$ cat src/rtl/pc_seq_pkg.sv
// Shared types and default constants for the next-PC sequencer.
package pc_seq_pkg;

  typedef enum logic [1:0] {
    BOOT = 2'd0,
    RUN  = 2'd1,
    HALT = 2'd2
  } pc_state_e;

  localparam int unsigned DEF_ADDR_W    = 16;
  localparam int unsigned DEF_RAS_DEPTH = 4;
  localparam int unsigned DEF_RESET_PC  = 0;

endpackage

$ cat src/rtl/pc_ras.sv
// Circular return-address stack. A push while full overwrites the oldest
// entry; a pop while empty leaves the stack unchanged. ovf/unf flag those
// two cases combinationally for the current request.
module pc_ras
  import pc_seq_pkg::*;
#(
  parameter int unsigned ADDR_W = DEF_ADDR_W,
  parameter int unsigned DEPTH  = DEF_RAS_DEPTH
) (
  input  logic              clk,
  input  logic              rst_n,
  input  logic              push,
  input  logic              pop,
  input  logic [ADDR_W-1:0] push_data,
  output logic [ADDR_W-1:0] top,
  output logic              empty,
  output logic              full,
  output logic              ovf,
  output logic              unf
);

  localparam int unsigned PTR_W = $clog2(DEPTH);
  localparam logic [PTR_W-1:0] PTR_ONE = PTR_W'(1);
  localparam logic [PTR_W:0]   CNT_ONE = (PTR_W+1)'(1);
  localparam logic [PTR_W:0]   CNT_MAX = (PTR_W+1)'(DEPTH);

  logic [ADDR_W-1:0] mem_q [DEPTH];
  logic [ADDR_W-1:0] mem_d [DEPTH];
  logic [PTR_W-1:0]  wr_ptr_q, wr_ptr_d;
  logic [PTR_W:0]    count_q, count_d;

  assign empty = (count_q == '0);
  assign full  = (count_q == CNT_MAX);
  assign ovf   = push && full;
  assign unf   = pop && empty;
  assign top   = mem_q[wr_ptr_q - PTR_ONE];

  // Write pointer always names the next free slot; when full it names the oldest.
  always_comb begin
    mem_d    = mem_q;
    wr_ptr_d = wr_ptr_q;
    count_d  = count_q;
    if (push) begin
      mem_d[wr_ptr_q] = push_data;
      wr_ptr_d        = wr_ptr_q + PTR_ONE;
      if (!full) count_d = count_q + CNT_ONE;
    end else if (pop && !empty) begin
      wr_ptr_d = wr_ptr_q - PTR_ONE;
      count_d  = count_q - CNT_ONE;
    end
  end

  // Stack state registers.
  always_ff @(posedge clk or negedge rst_n) begin
    if (!rst_n) begin
      mem_q    <= '{default: '0};
      wr_ptr_q <= '0;
      count_q  <= '0;
    end else begin
      mem_q    <= mem_d;
      wr_ptr_q <= wr_ptr_d;
      count_q  <= count_d;
    end
  end

endmodule

$ cat src/rtl/pc_sequencer.sv
// Next-PC controller: increment/jump/call/return selection, stall and fetch
// back-pressure hold, halt/resume. Define PC_SEQ_RAS_EN to build the
// return-address stack; otherwise calls behave as jumps and every return
// falls through to pc+1 with an error pulse.
module pc_sequencer
  import pc_seq_pkg::*;
#(
  parameter int unsigned ADDR_W    = DEF_ADDR_W,
  parameter int unsigned RAS_DEPTH = DEF_RAS_DEPTH,
  parameter int unsigned RESET_PC  = DEF_RESET_PC
) (
  input  logic              clk,
  input  logic              reset_n,
  input  logic              stall,
  input  logic              halt,
  input  logic              resume,
  input  logic              jump_en,
  input  logic [ADDR_W-1:0] jump_addr,
  input  logic              call_en,
  input  logic [ADDR_W-1:0] call_addr,
  input  logic              ret_en,
  input  logic              imem_ready,
  output logic [ADDR_W-1:0] pc_out,
  output logic              fetch_valid,
  output logic              halted,
  output logic              ras_empty,
  output logic              ras_full,
  output logic              ras_err
);

  pc_state_e         state_q, state_d;
  logic [ADDR_W-1:0] pc_q, pc_d;
  logic              ras_err_q, ras_err_d;
  logic [ADDR_W-1:0] pc_inc;
  logic              advance;
  logic              ras_push, ras_pop;
  logic [ADDR_W-1:0] ras_top;
  logic              ras_empty_w, ras_full_w, ras_ovf, ras_unf;

  assign pc_inc  = pc_q + ADDR_W'(1);
  assign advance = (state_q == RUN) && imem_ready && !stall;

`ifdef PC_SEQ_RAS_EN
  pc_ras #(
    .ADDR_W(ADDR_W),
    .DEPTH (RAS_DEPTH)
  ) u_ras (
    .clk      (clk),
    .rst_n    (reset_n),
    .push     (ras_push),
    .pop      (ras_pop),
    .push_data(pc_inc),
    .top      (ras_top),
    .empty    (ras_empty_w),
    .full     (ras_full_w),
    .ovf      (ras_ovf),
    .unf      (ras_unf)
  );
`else
  // Stackless build: permanently empty, so every return underflows.
  assign ras_top     = '0;
  assign ras_empty_w = 1'b1;
  assign ras_full_w  = 1'b0;
  assign ras_ovf     = 1'b0;
  assign ras_unf     = ras_pop;
  logic unused_ok;
  assign unused_ok = ^{ras_push, 1'(RAS_DEPTH)};
`endif

  // State transitions and prioritised next-PC selection (ret > call > jump > +1).
  always_comb begin
    state_d  = state_q;
    pc_d     = pc_q;
    ras_push = 1'b0;
    ras_pop  = 1'b0;
    case (state_q)
      BOOT:    state_d = RUN;
      RUN:     if (halt) state_d = HALT;
      HALT:    if (resume) state_d = RUN;
      default: state_d = BOOT;
    endcase
    if (advance) begin
      if (ret_en) begin
        ras_pop = 1'b1;
        pc_d    = ras_empty_w ? pc_inc : ras_top;
      end else if (call_en) begin
        ras_push = 1'b1;
        pc_d     = call_addr;
      end else if (jump_en) begin
        pc_d = jump_addr;
      end else begin
        pc_d = pc_inc;
      end
    end
  end

  // Error pulse for an overflowing call or underflowing return.
  always_comb begin
    ras_err_d = ras_ovf | ras_unf;
  end

  // PC, state and error-pulse registers.
  always_ff @(posedge clk or negedge reset_n) begin
    if (!reset_n) begin
      state_q   <= BOOT;
      pc_q      <= ADDR_W'(RESET_PC);
      ras_err_q <= 1'b0;
    end else begin
      state_q   <= state_d;
      pc_q      <= pc_d;
      ras_err_q <= ras_err_d;
    end
  end

  assign pc_out      = pc_q;
  assign fetch_valid = (state_q == RUN);
  assign halted      = (state_q == HALT);
  assign ras_empty   = ras_empty_w;
  assign ras_full    = ras_full_w;
  assign ras_err     = ras_err_q;

endmodule

$ cat config.mk
export PLATFORM = sky130hd
export DESIGN_NAME = pc_sequencer
export DESIGN_NICKNAME = d
export VERILOG_FILES = /design/src/rtl/pc_seq_pkg.sv /design/src/rtl/pc_ras.sv /design/src/rtl/pc_sequencer.sv
export SDC_FILE = /design/constraint.sdc
export NUM_CORES = 1
export LEC_CHECK = 0
export BUFFER_PORTS_ARGS = -buffer_cell sky130_fd_sc_hd__clkbuf_2
export CAP_MARGIN = 20
export CORE_ASPECT_RATIO = 1.25
export CORE_MARGIN = 2
export CORE_UTILIZATION = 49
export CTS_BUF_LIST = sky130_fd_sc_hd__clkbuf_8
export CTS_CLUSTER_SIZE = 10
export DETAILED_ROUTE_END_ITERATION = 7
export GPL_TIMING_DRIVEN = 0
export PLACE_DENSITY = 0.93
export RECOVER_POWER = 100
export SETUP_SLACK_MARGIN = 0.02
export SYNTH_ARGS = -nofsm -noshare
export SYNTH_HDL_FRONTEND = slang
export SYNTH_SLANG_ARGS = --single-unit
export TNS_END_PERCENT = 1
$ cat constraint.sdc
create_clock -name clk -period 1.75 [get_ports clk]
set_input_delay 0.2625 -clock clk [delete_from_list [all_inputs] [get_ports clk]]
set_output_delay 0.2625 -clock clk [all_outputs]
set_load 0.005 [all_outputs]
==> results.yml <==
outcome:
  status: "finished clean"
finish:
  stdcell_count: 278
  regArea_um2: 478.0
  diodes: 0
  syn_to_final_growth_pct: 30.32
  fill_cells: 268
  final_util: 0.6606
  multi_input_comb_area_um2: 945.9
  drive_gt1_frac: 0.3388
  fin_area_mm2: 0.001909
  fin_nets: 285
floorplan:
  ioPinCount: 62
  initial_core_util: 0.5069
  dieWidth_um: 52.91
  dieArea_mm2: 0.003446
  coreArea_mm2: 0.002890
  num_rows: 22
  die_h_um: 65.14
grt:
  first_global_vias: 1599
  overflow: 0
  grt_usage: 0.2819
  grt_max_degree: 20
  grt_antenna_before_repair: 0
  grt_pass1_wl_um: 7238
route:
  dr.pass1.iters: 5
  viasPerCell: 6.241
  vias: 1735
  routed_wl_um: 4445
  first_iter_violations: 92
  ant_nets: 0
  routedWlPerCell_um: 15.99
  drc: 0
synthesis:
  ys.flop_type: "dfrtp_1"
  yosysWarnings: 0
  ys_seq_area_frac: 0.3245
  synthMuxAreaShare: 0.01366
  synthAdderAreaFrac: 0.008540
  synth_most_common_cell: "a21oi_1"
  yosysTopAreaCellShare: 0.3245
  syn_inst: 179
  synth-edff-count: 0
  synthXorXnorAreaFrac: 0
  synth-simple-area-share: 0.2596
  synthArstFlopShare: 1.000
  synth_cell_types: 50
  synthesis.nets: 221
  synthTopCellsByArea: "dfrtp_1, a21oi_1, o22a_1, nand2_1, nand3_1"
  synth_top_area_cell: "dfrtp_1"
  synth_compound_area_frac: 0.3271
  ys_ff_latch: 19
  synthTopCellsByCount: "a21oi_1, dfrtp_1, nand2_1, nand3_1, o22a_1"
  synth.avg_cell_area_um2: 8.185
  synthesis.area_mm2: 0.001465
  synth_top_family_by_area: "compound AO/OA/AOI/OAI gates"
clock_tree:
  root_buffer: "clkbuf_8"
  insertion_delay_ns: 0.26
  htree_levels: 1
  numCtsBuffers: 3
  ctsLongestPathBuffers: 2
  cts.sinks: 19
  postCtsSetupRepairBufs: 0
  cts_tree: "yes"
  clkTransAtPathRegs_ns: 0.08
setup_path:
  worst_setup_path_start_kind: "flip-flop"
  crit_fanout: 9
  required_ns: 1.94
  crit_start: "pc_out[3]$_DFFE_PN0N_"
  cp.arrival_ns: 1.90
  ff2ff_setup_slack_ns: 0.04
  ff2ff_path_depth: 5
  path_class: "flip-flop to flip-flop"
  endpoint_kind: "flip-flop"
  r2r-start: "pc_out[3]$_DFFE_PN0N_"
  reg2reg_to: "pc_out[12]$_DFFE_PN0N_"
  endpoint: "pc_out[12]$_DFFE_PN0N_"
timing:
  setup_viol: 0
  period_share: 0.9757
  drv_slew: 0
  worst_pin_slew_ns: 1.022
  period_needed_ns: 1.707
  clock.fmax_ghz: 0.5857
  hold_violations: 0
  fin_skew_ns: 0.004763
  relSlewSlack: 0.3187
  rsz0062_at_grt: "true"
place:
  place_area_mm2: 0.001800
  place_congestion: 0.9082
  dpl.hpwl_um: 3212
  dp_cells: 273
  portBuffers: 58
flow_run:
  drv_cap: 0
power_and_ir_drop:
  design_power_total_mw: 2.409
  pwr_density_cell_mw_per_mm2: 1262
  p_leak_nw: 0.8327
  ir_drop_uv: 828.0
min_path:
  hp-class: "input port to flip-flop"
## report_power, final
| group | switching, mW | internal, mW |
|---|---|---|
| clock network | 0.154 | 0.156 |
| logic | 0.588 | 0.523 |
| registers | 0.339 | 0.649 |
## timing repair
item | CTS | global route
gates resized for setup | 4 | 12
endpoints found under the hold margin | 19 | 0
endpoints found under the setup margin | 9 | 11
hold buffers | 1 | 0
pin swaps | 0 | 2
## how the worst min path moves through the flow
stage,from,to,cells past startpoint
after detailed placement,reset_n,ras_err$_DFF_PN0_,1
after global placement,reset_n,ras_err$_DFF_PN0_,1
after floorplan,reset_n,pc_out[0]$_DFFE_PN0N_,0
after global routing,resume,state_q[1]$_DFFE_PN0P_,3
final,halt,state_q[1]$_DFFE_PN0P_,3
after CTS,halt,state_q[1]$_DFFE_PN0P_,3
## worst max-delay path, stage by stage (launching register included)
cell       delay, ns
dfrtp_1         0.39
buf_6           0.15
nand4_4         0.19
or4_4           0.59
a21oi_2         0.17
a2bb2oi_2       0.14
## state kept, by name, indices dropped and copies added (netlist names)
register / flops
pc_out: 16
state_q: 2
ras_err: 1
## through the flow
stage          setup slack, ns  hold WS, ns  setup TNS, ns
3_5_place_dp           -0.2198       0.2361         -1.432
6_report               0.04259       0.2699              0
2_1_floorplan           0.1613     -0.03309              0
4_1_cts              0.0002709       0.2729              0
3_3_place_gp           -0.1803       0.2277         -1.033
5_1_grt              -0.007468       0.3061      -0.007468
## logic make-up (layout without fill, tap and decap cells)
kind of cell               count (synthesis)  after routing
adders and majority gates                  1              1
AOI/OAI and AO/OA                         72             72
buffers and inverters                     20             83
muxes                                      2              2
other                                      2              2
and+or+nand+nor                           63             63
DFF                                       19             19
## layout make-up
class	instances	share of cell area
multi-input combinational	140	0.4954
sequential	19	0.2503
timing repair buffer	59	0.1560
buffer	14	0.03932
tap	36	0.02359
clock buffer	3	0.02163
inverter	6	0.01180
clock inverter	1	0.001966
## metal layers
| layer | vias to the layer above | global-route usage | wire length, um |
|---|---|---|---|
| met4 | 0 | 0.1538 | 169 |
| li1 | 805 | - | - |
| met5 | - | 0 | 0 |
| met3 | 25 | 0.04773 | 415 |
| met2 | 109 | 0.4594 | 2241 |
| met1 | 796 | 0.3469 | 1618 |
## cells in the final DEF, fill, tap and decap left out, drive strengths merged, types with 4 or more instances in the layout
| master | instances |
|---|---|
| inv | 6 |
| dfrtp | 19 |
| a21oi | 25 |
| nor3 | 4 |
| nor2 | 6 |
| nand2 | 13 |
| nand3 | 9 |
| nand4 | 6 |
| o22ai | 7 |
| o31ai | 4 |
| buf | 9 |
| clkbuf | 66 |
| nor3b | 4 |
| o22a | 9 |
| o21ai | 10 |
(Power assumes the default switching activity.)
